--- config.mk ---
export PLATFORM = sky130hd
export DESIGN_NAME = uart_tx_frame_engine
export DESIGN_NICKNAME = d
export VERILOG_FILES = /design/src/rtl/uart_tx_frame_engine.sv
export SDC_FILE = /design/constraint.sdc
export NUM_CORES = 1
export LEC_CHECK = 0
export BUFFER_PORTS_ARGS = -buffer_cell sky130_fd_sc_hd__buf_2
export CAP_MARGIN = 10
export CORE_MARGIN = 3
export CORE_UTILIZATION = 30
export CTS_CLUSTER_SIZE = 28
export DETAILED_ROUTE_END_ITERATION = 6
export PLACE_DENSITY = 0.46
export SLEW_MARGIN = 25
export SYNTH_ARGS = -nofsm -noshare
export SYNTH_HDL_FRONTEND = slang
export SYNTH_SLANG_ARGS = --single-unit
--- constraint.sdc ---
create_clock -name CLK -period 3.3 [get_ports CLK]
set_input_delay 0.33 -clock CLK [delete_from_list [all_inputs] [get_ports CLK]]
set_output_delay 0.33 -clock CLK [all_outputs]
set_load 0.01 [all_outputs]
--- src/rtl/uart_tx_frame_engine.sv ---
// UART transmit engine: frame FSM, LSB-first serializer, parity and baud timing.
// Everything that shapes a frame is captured at acceptance, so the live inputs never disturb a frame in flight.
`timescale 1ns/1ps

module uart_tx_frame_engine #(
    parameter int DATA_WIDTH     = 8,
    parameter int PRESCALE_WIDTH = 8
) (
    input  logic                      CLK,
    input  logic                      Reset,
    input  logic [DATA_WIDTH-1:0]     P_DATA,
    input  logic                      Data_valid,
    input  logic                      Parity_EN,
    input  logic                      Parity_type,
    input  logic                      Stop2,
    input  logic [PRESCALE_WIDTH-1:0] Prescale,
    output logic                      TX_OUT,
    output logic                      Busy,
    output logic                      Done
);

    localparam int BIT_CNT_WIDTH = (DATA_WIDTH > 1) ? $clog2(DATA_WIDTH) : 1;
    localparam logic [BIT_CNT_WIDTH-1:0] LAST_DATA_BIT = BIT_CNT_WIDTH'(DATA_WIDTH - 1);

    localparam logic [2:0] ST_IDLE   = 3'd0;
    localparam logic [2:0] ST_START  = 3'd1;
    localparam logic [2:0] ST_DATA   = 3'd2;
    localparam logic [2:0] ST_PARITY = 3'd3;
    localparam logic [2:0] ST_STOP   = 3'd4;

    logic [2:0]                state, state_nxt;
    logic [PRESCALE_WIDTH-1:0] presc_cnt, presc_cnt_nxt;
    logic [PRESCALE_WIDTH-1:0] presc_last;
    logic [BIT_CNT_WIDTH-1:0]  bit_cnt, bit_cnt_nxt;
    logic                      stop_cnt, stop_cnt_nxt;
    logic [DATA_WIDTH-1:0]     data_q;
    logic                      parity_en_q;
    logic                      parity_type_q;
    logic                      stop2_q;
    logic                      tx_q, tx_nxt;
    logic                      accept;
    logic                      last_tick;
    logic                      last_stop;
    logic                      parity_bit;

    assign accept     = (state == ST_IDLE) && Data_valid;
    assign last_tick  = (presc_cnt == presc_last);
    assign last_stop  = (stop_cnt == stop2_q);
    assign parity_bit = (^data_q) ^ parity_type_q;

    // Frame sequencing; every counter returns to zero on the bit boundary that ends its use.
    always_comb begin
        // NOTE: every signal gets a default up front so no path through the case can infer a latch.
        state_nxt     = state;
        presc_cnt_nxt = presc_cnt;
        bit_cnt_nxt   = bit_cnt;
        stop_cnt_nxt  = stop_cnt;

        case (state)
            ST_IDLE: begin
                presc_cnt_nxt = '0;
                if (Data_valid) begin
                    state_nxt = ST_START;
                end
            end

            ST_START: begin
                if (last_tick) begin
                    presc_cnt_nxt = '0;
                    bit_cnt_nxt   = '0;
                    state_nxt     = ST_DATA;
                end else begin
                    presc_cnt_nxt = presc_cnt + PRESCALE_WIDTH'(1);
                end
            end

            ST_DATA: begin
                if (last_tick) begin
                    presc_cnt_nxt = '0;
                    if (bit_cnt == LAST_DATA_BIT) begin
                        bit_cnt_nxt  = '0;
                        stop_cnt_nxt = 1'b0;
                        state_nxt    = parity_en_q ? ST_PARITY : ST_STOP;
                    end else begin
                        bit_cnt_nxt = bit_cnt + BIT_CNT_WIDTH'(1);
                    end
                end else begin
                    presc_cnt_nxt = presc_cnt + PRESCALE_WIDTH'(1);
                end
            end

            ST_PARITY: begin
                if (last_tick) begin
                    presc_cnt_nxt = '0;
                    stop_cnt_nxt  = 1'b0;
                    state_nxt     = ST_STOP;
                end else begin
                    presc_cnt_nxt = presc_cnt + PRESCALE_WIDTH'(1);
                end
            end

            ST_STOP: begin
                if (last_tick) begin
                    presc_cnt_nxt = '0;
                    if (last_stop) begin
                        stop_cnt_nxt = 1'b0;
                        state_nxt    = ST_IDLE;
                    end else begin
                        stop_cnt_nxt = 1'b1;
                    end
                end else begin
                    presc_cnt_nxt = presc_cnt + PRESCALE_WIDTH'(1);
                end
            end

            default: begin
                presc_cnt_nxt = '0;
                bit_cnt_nxt   = '0;
                stop_cnt_nxt  = 1'b0;
                state_nxt     = ST_IDLE;
            end
        endcase
    end

    // Line level for the state being entered, so TX_OUT can come straight from a flop.
    always_comb begin
        tx_nxt = 1'b1;
        case (state_nxt)
            ST_START:  tx_nxt = 1'b0;
            ST_DATA:   tx_nxt = data_q[bit_cnt_nxt];
            ST_PARITY: tx_nxt = parity_bit;
            default:   tx_nxt = 1'b1;
        endcase
    end

    // NOTE: sequential state uses non-blocking assignments only, so every flop sees pre-edge values.
    always_ff @(posedge CLK or negedge Reset) begin
        if (!Reset) begin
            state     <= ST_IDLE;
            presc_cnt <= '0;
            bit_cnt   <= '0;
            stop_cnt  <= 1'b0;
            tx_q      <= 1'b1;
        end else begin
            state     <= state_nxt;
            presc_cnt <= presc_cnt_nxt;
            bit_cnt   <= bit_cnt_nxt;
            stop_cnt  <= stop_cnt_nxt;
            tx_q      <= tx_nxt;
        end
    end

    // Frame configuration is captured only on acceptance; a zero prescale runs at one clock per bit.
    always_ff @(posedge CLK or negedge Reset) begin
        if (!Reset) begin
            data_q        <= '0;
            parity_en_q   <= 1'b0;
            parity_type_q <= 1'b0;
            stop2_q       <= 1'b0;
            presc_last    <= '0;
        end else if (accept) begin
            data_q        <= P_DATA;
            parity_en_q   <= Parity_EN;
            parity_type_q <= Parity_type;
            stop2_q       <= Stop2;
            presc_last    <= (Prescale == '0) ? '0 : Prescale - PRESCALE_WIDTH'(1);
        end
    end

    assign TX_OUT = tx_q;
    assign Busy   = (state != ST_IDLE);
    assign Done   = (state == ST_STOP) && last_tick && last_stop;

    a_done_only_in_stop: assert property (@(posedge CLK) disable iff (!Reset)
        Done |-> (state == ST_STOP));
    a_idle_line_high: assert property (@(posedge CLK) disable iff (!Reset)
        !Busy |-> TX_OUT);

endmodule
# After elaboration in Yosys (flattened, before gate mapping)
# Index checks and enable logic that the tools add are counted.
# Widths: inputs -> output; s select.
[totals]
register_bits = 35
input_bits = 22
output_inout_bits = 3
word_cells = 66
[op_classes]
add_sub_neg = 3
n_lt_le_gt_ge = 1
n_eq_ne = 14
n_mux = 25
bitwise = 2
reduce_logical = 11
[ops]
columns = ["op", "count"]
rows = [
  ["$mux 3", 11],
  ["$mux 8", 3],
  ["$pmux 3 s5", 1],
  ["$eq 3x2->1 const B", 4],
  ["$pmux 3 s3", 1],
  ["$add 8x1->8 const B", 1],
  ["$eq 8x8->1", 1],
  ["$logic_not 8->1", 1],
  ["$ne 2x2->1 const B", 4],
  ["$reduce_xor 8->1", 1],
  ["$sub 8x1->8 const B", 1],
  ["$eq 3x1->1 const B", 2],
  ["$eq 3x3->1 const B", 2],
  ["$mux 1", 6],
  ["$reduce_and 5->1", 1],
  ["$lt 3x4->1 const B", 1],
  ["$pmux 1 s4", 1],
  ["$reduce_or 4->1", 1],
  ["$add 3x1->3 const B", 1],
  ["$bmux 1 s3", 1],
  ["$logic_and 1x1->1", 3],
  ["$logic_not 3->1", 1],
  ["$pmux 1 s3", 1],
  ["$reduce_bool 3->1", 1],
  ["other kinds (5)", 5],
]

# Logic depth before layout (Yosys ltp)
[depth]
word_depth = 7
depth_mapped = 8
depth_no_buf = 8

# Worst setup path before layout
# No wires, ideal clock.
[synth_path]
path_kind = "register -> register"
from = "register presc_cnt[3]"
to = "register tx_q (netlist: TX_OUT)"
setup_ps = 72
t_arrival_ps = 2075
t_required_ps = 3228
slack_ps = 1153
stages_incl_launch_ff = 8
path_buffers = 0
synth_period_minus_slack_ps = 2147
cell_sequence = "dfrtp_1 > xor2_1 > nor4_4 > a41oi_1 > o2bb2ai_2 > and4b_1 > o41a_1 > o21ai_1"
[synth_between]
elab_chain_len = 6
word_cells_on_any_way = 15
cone_classes = "4 x eq/ne; 11 x mux"
[synth_rtl]
columns = ["element", "line", "source"]
rows = [
  ["from (decl)", "32", "logic [PRESCALE_WIDTH-1:0] presc_cnt, presc_cnt_nxt;"],
  ["from (signal assigned)", "146", "presc_cnt <= presc_cnt_nxt;"],
  ["$eq 8x8->1 (*)", "47", "assign last_tick = (presc_cnt == presc_last);"],
  ["$mux 3, on equally long branches", "78, 68", ""],
  ["$pmux 3 s3 (*)", "59", "case (state)"],
  ["via bit_cnt_nxt[2]", "34", "logic [BIT_CNT_WIDTH-1:0] bit_cnt, bit_cnt_nxt;"],
  ["$bmux 1 s3 (*)", "130", "ST_DATA: tx_nxt = data_q[bit_cnt_nxt];"],
  ["$mux 1 (implied by the code) (*)", "130", ""],
  ["$pmux 1 s3 (*)", "128", "case (state_nxt)"],
  ["via tx_nxt", "40", "logic tx_q, tx_nxt;"],
  ["to (signal assigned)", "149", "tx_q <= tx_nxt;"],
  ["to (decl)", "40", ""],
]
# Mark *: on every way through the listed nets, which the timed path passes. The rest lies on a longest branch. The select of a mux whose other input is x is not followed.
# A chain may end at the register's enable or synchronous reset.

# Final worst setup path
[layout_path]
from = "register presc_cnt[3]"
to = "output port Done"
[layout_between]
elab_chain_len = 3
[layout_rtl]
columns = ["element", "line", "source"]
rows = [
  ["$eq 8x8->1", "47", ""],
  ["$logic_and 1x1->1 (2 in series)", "172", "assign Done = (state == ST_STOP) && last_tick && last_stop;"],
  ["to (decl)", "19", "output logic Done"],
]
# No other way between the ends.

==> metrics.txt <==
status completed; layout cell share with drive strength beyond 1 between 20 and 25%; Clock Skews 0.0119 ns; Netlist cell types 43; CTS tree built; most common cell in the netlist dfrtp_1; clk slew on worst S/H paths approximately 0.08 ns; FFs w/ async S/R, synth 100%; Resized cells post-CTS 0; Adder-Cell Fraction of Synth Area under 10%; Syn Std Cell Area 0.00197 mm^2; Final Slew Violations 0; Final ANT Viol Nets 0; DR vias 1476; top_reg_cell synth dfrtp_1; leakage 0.00104 uW; FF+latch count, synth 35; max-cap viol count 0; final-layout fill cell count 630; Nets 247; syn_area_per_cell 10.2 um^2; CTS sink cnt 35; CTS buffer count 5; xor and xnor area share after synthesis 12.0%; Area Growth Syn to Fin 16.2%; worst vdd ir 285 uV; post-CTS setup buffers 0; clk_lat worst skew 0.29 ns; syn nets between 200 and 250; Worst Setup End Kind output port; worst-margin pin slew 0.795 ns; mux contribution to synthesized area just under 7%; WP data required 2.97 ns; width of the die approximately 87 um; EDFF count, synth 0; Synth top area share 43.1%; Syn. warnings 0; Max clock buf depth 2; Final Instance Area 0.00229 mm^2; final setup violating endpoints 0; total grt overflow 0; total die area 0.00759 mm^2; Hold Violations, Final 0; Initial Utilization 32.2%; Routed WL 4210 um; Ports 25; Placer Congestion 0.738; antenna cells 0; TNS Setup 0 ns; Via-to-Cell Ratio 4.97; DRC Markers 0; first-pass GRT wire length 7180 um; initial antenna violation count 0; Post-Synth Simple-Gate Area 17.6%; count of buffers from port buffering 24; Final period util 74.2%; RSZ-0062 raised after global routing no; register area share after synthesis 44.5%; Place WS 0.920 ns; gr usage total 12.3%; average routed wire per standard cell around 14 um; CTS Hold Bufs 0; Worst Setup Start Kind flip-flop; leading post-synthesis cells by cell area dfrtp_1, xor2_1, mux2_2; Synth top cells by count dfrtp_1, nor2_1, xor2_1; core area 0.00613 mm^2; HPWL Detailed 3140 um; row cnt 28; H-tree Lvls 2; largest family of logic cells by synthesized area simple AND/OR/NAND/NOR gates; Slew headroom 47.0%; CP max FO 10; Worst EP arrival approximately 2.1 ns; Starting DRT DRC Count between 40 and 50; final worst slack 0.853 ns; compound-gate portion of the synthesized area 14.0%; vias in the first global route roughly 1500; worst hold path type in -> async; DP Area 0.00218 mm^2; Worst Setup Path Type reg -> out; synthesized netlist cell count 194; largest net degree at the start of global routing 36; chip height 87.1 um; first-pass detailed-route iteration total 4; Final Power 1970 uW; post-synth top area cell dfrtp_1; Final min period 2.45 ns; CTS root buffer clkbuf_8; Cell Pwr Density 857 mW/mm^2; Fmax ~0.4 GHz
-- per-layer routing --
layer	global-route usage (%)	routed length [um]	share of wire [%]
met5	0	0	0
met1	16.4	2030	48
met2	18.9	1970	47
met3	3.97	151	3.6
met4	4.18	62	1.5
-- cell type report --
| class | count | area, um^2 | share of cell area, % |
|---|---|---|---|
| Multi-Input combinational cell | 145 | 1040 | 45.5 |
| Sequential cell | 35 | 877 | 38.2 |
| Timing Repair Buffer | 25 | 128 | 5.56 |
| Tap cell | 75 | 93.8 | 4.09 |
| Clock buffer | 6 | 82.6 | 3.60 |
| Clock inverter | 2 | 35.0 | 1.53 |
| Inverter | 9 | 33.8 | 1.47 |
-- worst max-delay path, cell delays in order (launching register included) --
cell and delay, ns:
dfrtp_1 0.42, xor2_1 0.18, nor4_4 0.48, nand2_1 0.32
nor3_1 0.26, buf_2 0.16
-- flip-flops by register name, summed over array words and instances, names as in the netlist --
signal / flops
TX_OUT: 1
bit_cnt: 3
data_q: 8
parity_en_q: 1
parity_type_q: 1
presc_cnt: 8
presc_last: 8
state: 3
stop2_q: 1
stop_cnt: 1
-- power breakdown --
group	switching [uW]	internal [uW]	total [uW]
Sequential	193	604	797
Combinational	394	372	766
Clock	158	244	403
-- metrics by stage --
stage / util, % / instances / hold WS (ns)
2_1_floorplan: - / 194 / 0.0344
3_3_place_gp: 35.5 / 289 / 0.479
3_5_place_dp: 35.5 / 289 / 0.467
4_1_cts: 37.4 / 297 / 0.143
5_1_grt: 37.4 / 297 / 0.181
6_report: 37.4 / 297 / 0.113
-- cell usage in the layout, fill, tap and decap left out, types with 2 or more instances in the layout --
cell,netlist,layout
mux2_2,11,11
nor3_1,3,3
and3_1,2,2
nor2b_1,3,3
nor2_1,18,18
nor4_4,2,2
o31ai_1,5,5
xor2_1,16,16
clkbuf_8,0,6
buf_2,0,24
nor4_1,2,2
dfrtp_1,34,34
nor3b_1,2,2
o211ai_1,2,2
inv_1,9,9
o2bb2ai_1,2,2
a21oi_1,3,3
o21ai_1,2,2
a41oi_1,3,3
xnor2_1,11,11
ha_1,4,4
and4b_1,2,2
nand3_1,10,10
nand2_1,15,15
o21ai_0,10,10
-- logic make-up (layout without fill, tap and decap cells) --
logic type               Yosys count  after routing
multiplexers                      12             12
AND/OR/NAND/NOR                   64             64
buffers and inverters             14             42
flip-flops                        35             35
XOR/XNOR                          27             27
adder cells (fa/ha/maj)            4              4
AO/OA/AOI/OAI                     38             38
-- final timing paths --
kind                                           start                         to  slack [ns]  depth (start not counted)
setup / recovery              presc_cnt[3]$_DFF_PN0_                       Done        0.85                          5
hold / removal                                 Reset       stop_cnt$_DFFE_PN0P_        0.11                          1
setup reg to reg              presc_cnt[3]$_DFF_PN0_           TX_OUT$_DFF_PN1_        0.89                          7
hold reg to reg            presc_last[4]$_DFFE_PN0P_  presc_last[4]$_DFFE_PN0P_        0.51                          2
max in group asynchronous                      Reset      data_q[4]$_DFFE_PN0P_        2.67                          1
min in group CLK                         Prescale[0]  presc_last[0]$_DFFE_PN0P_        0.26                          2
No activity file was read; power rests on OpenSTA's default activity.
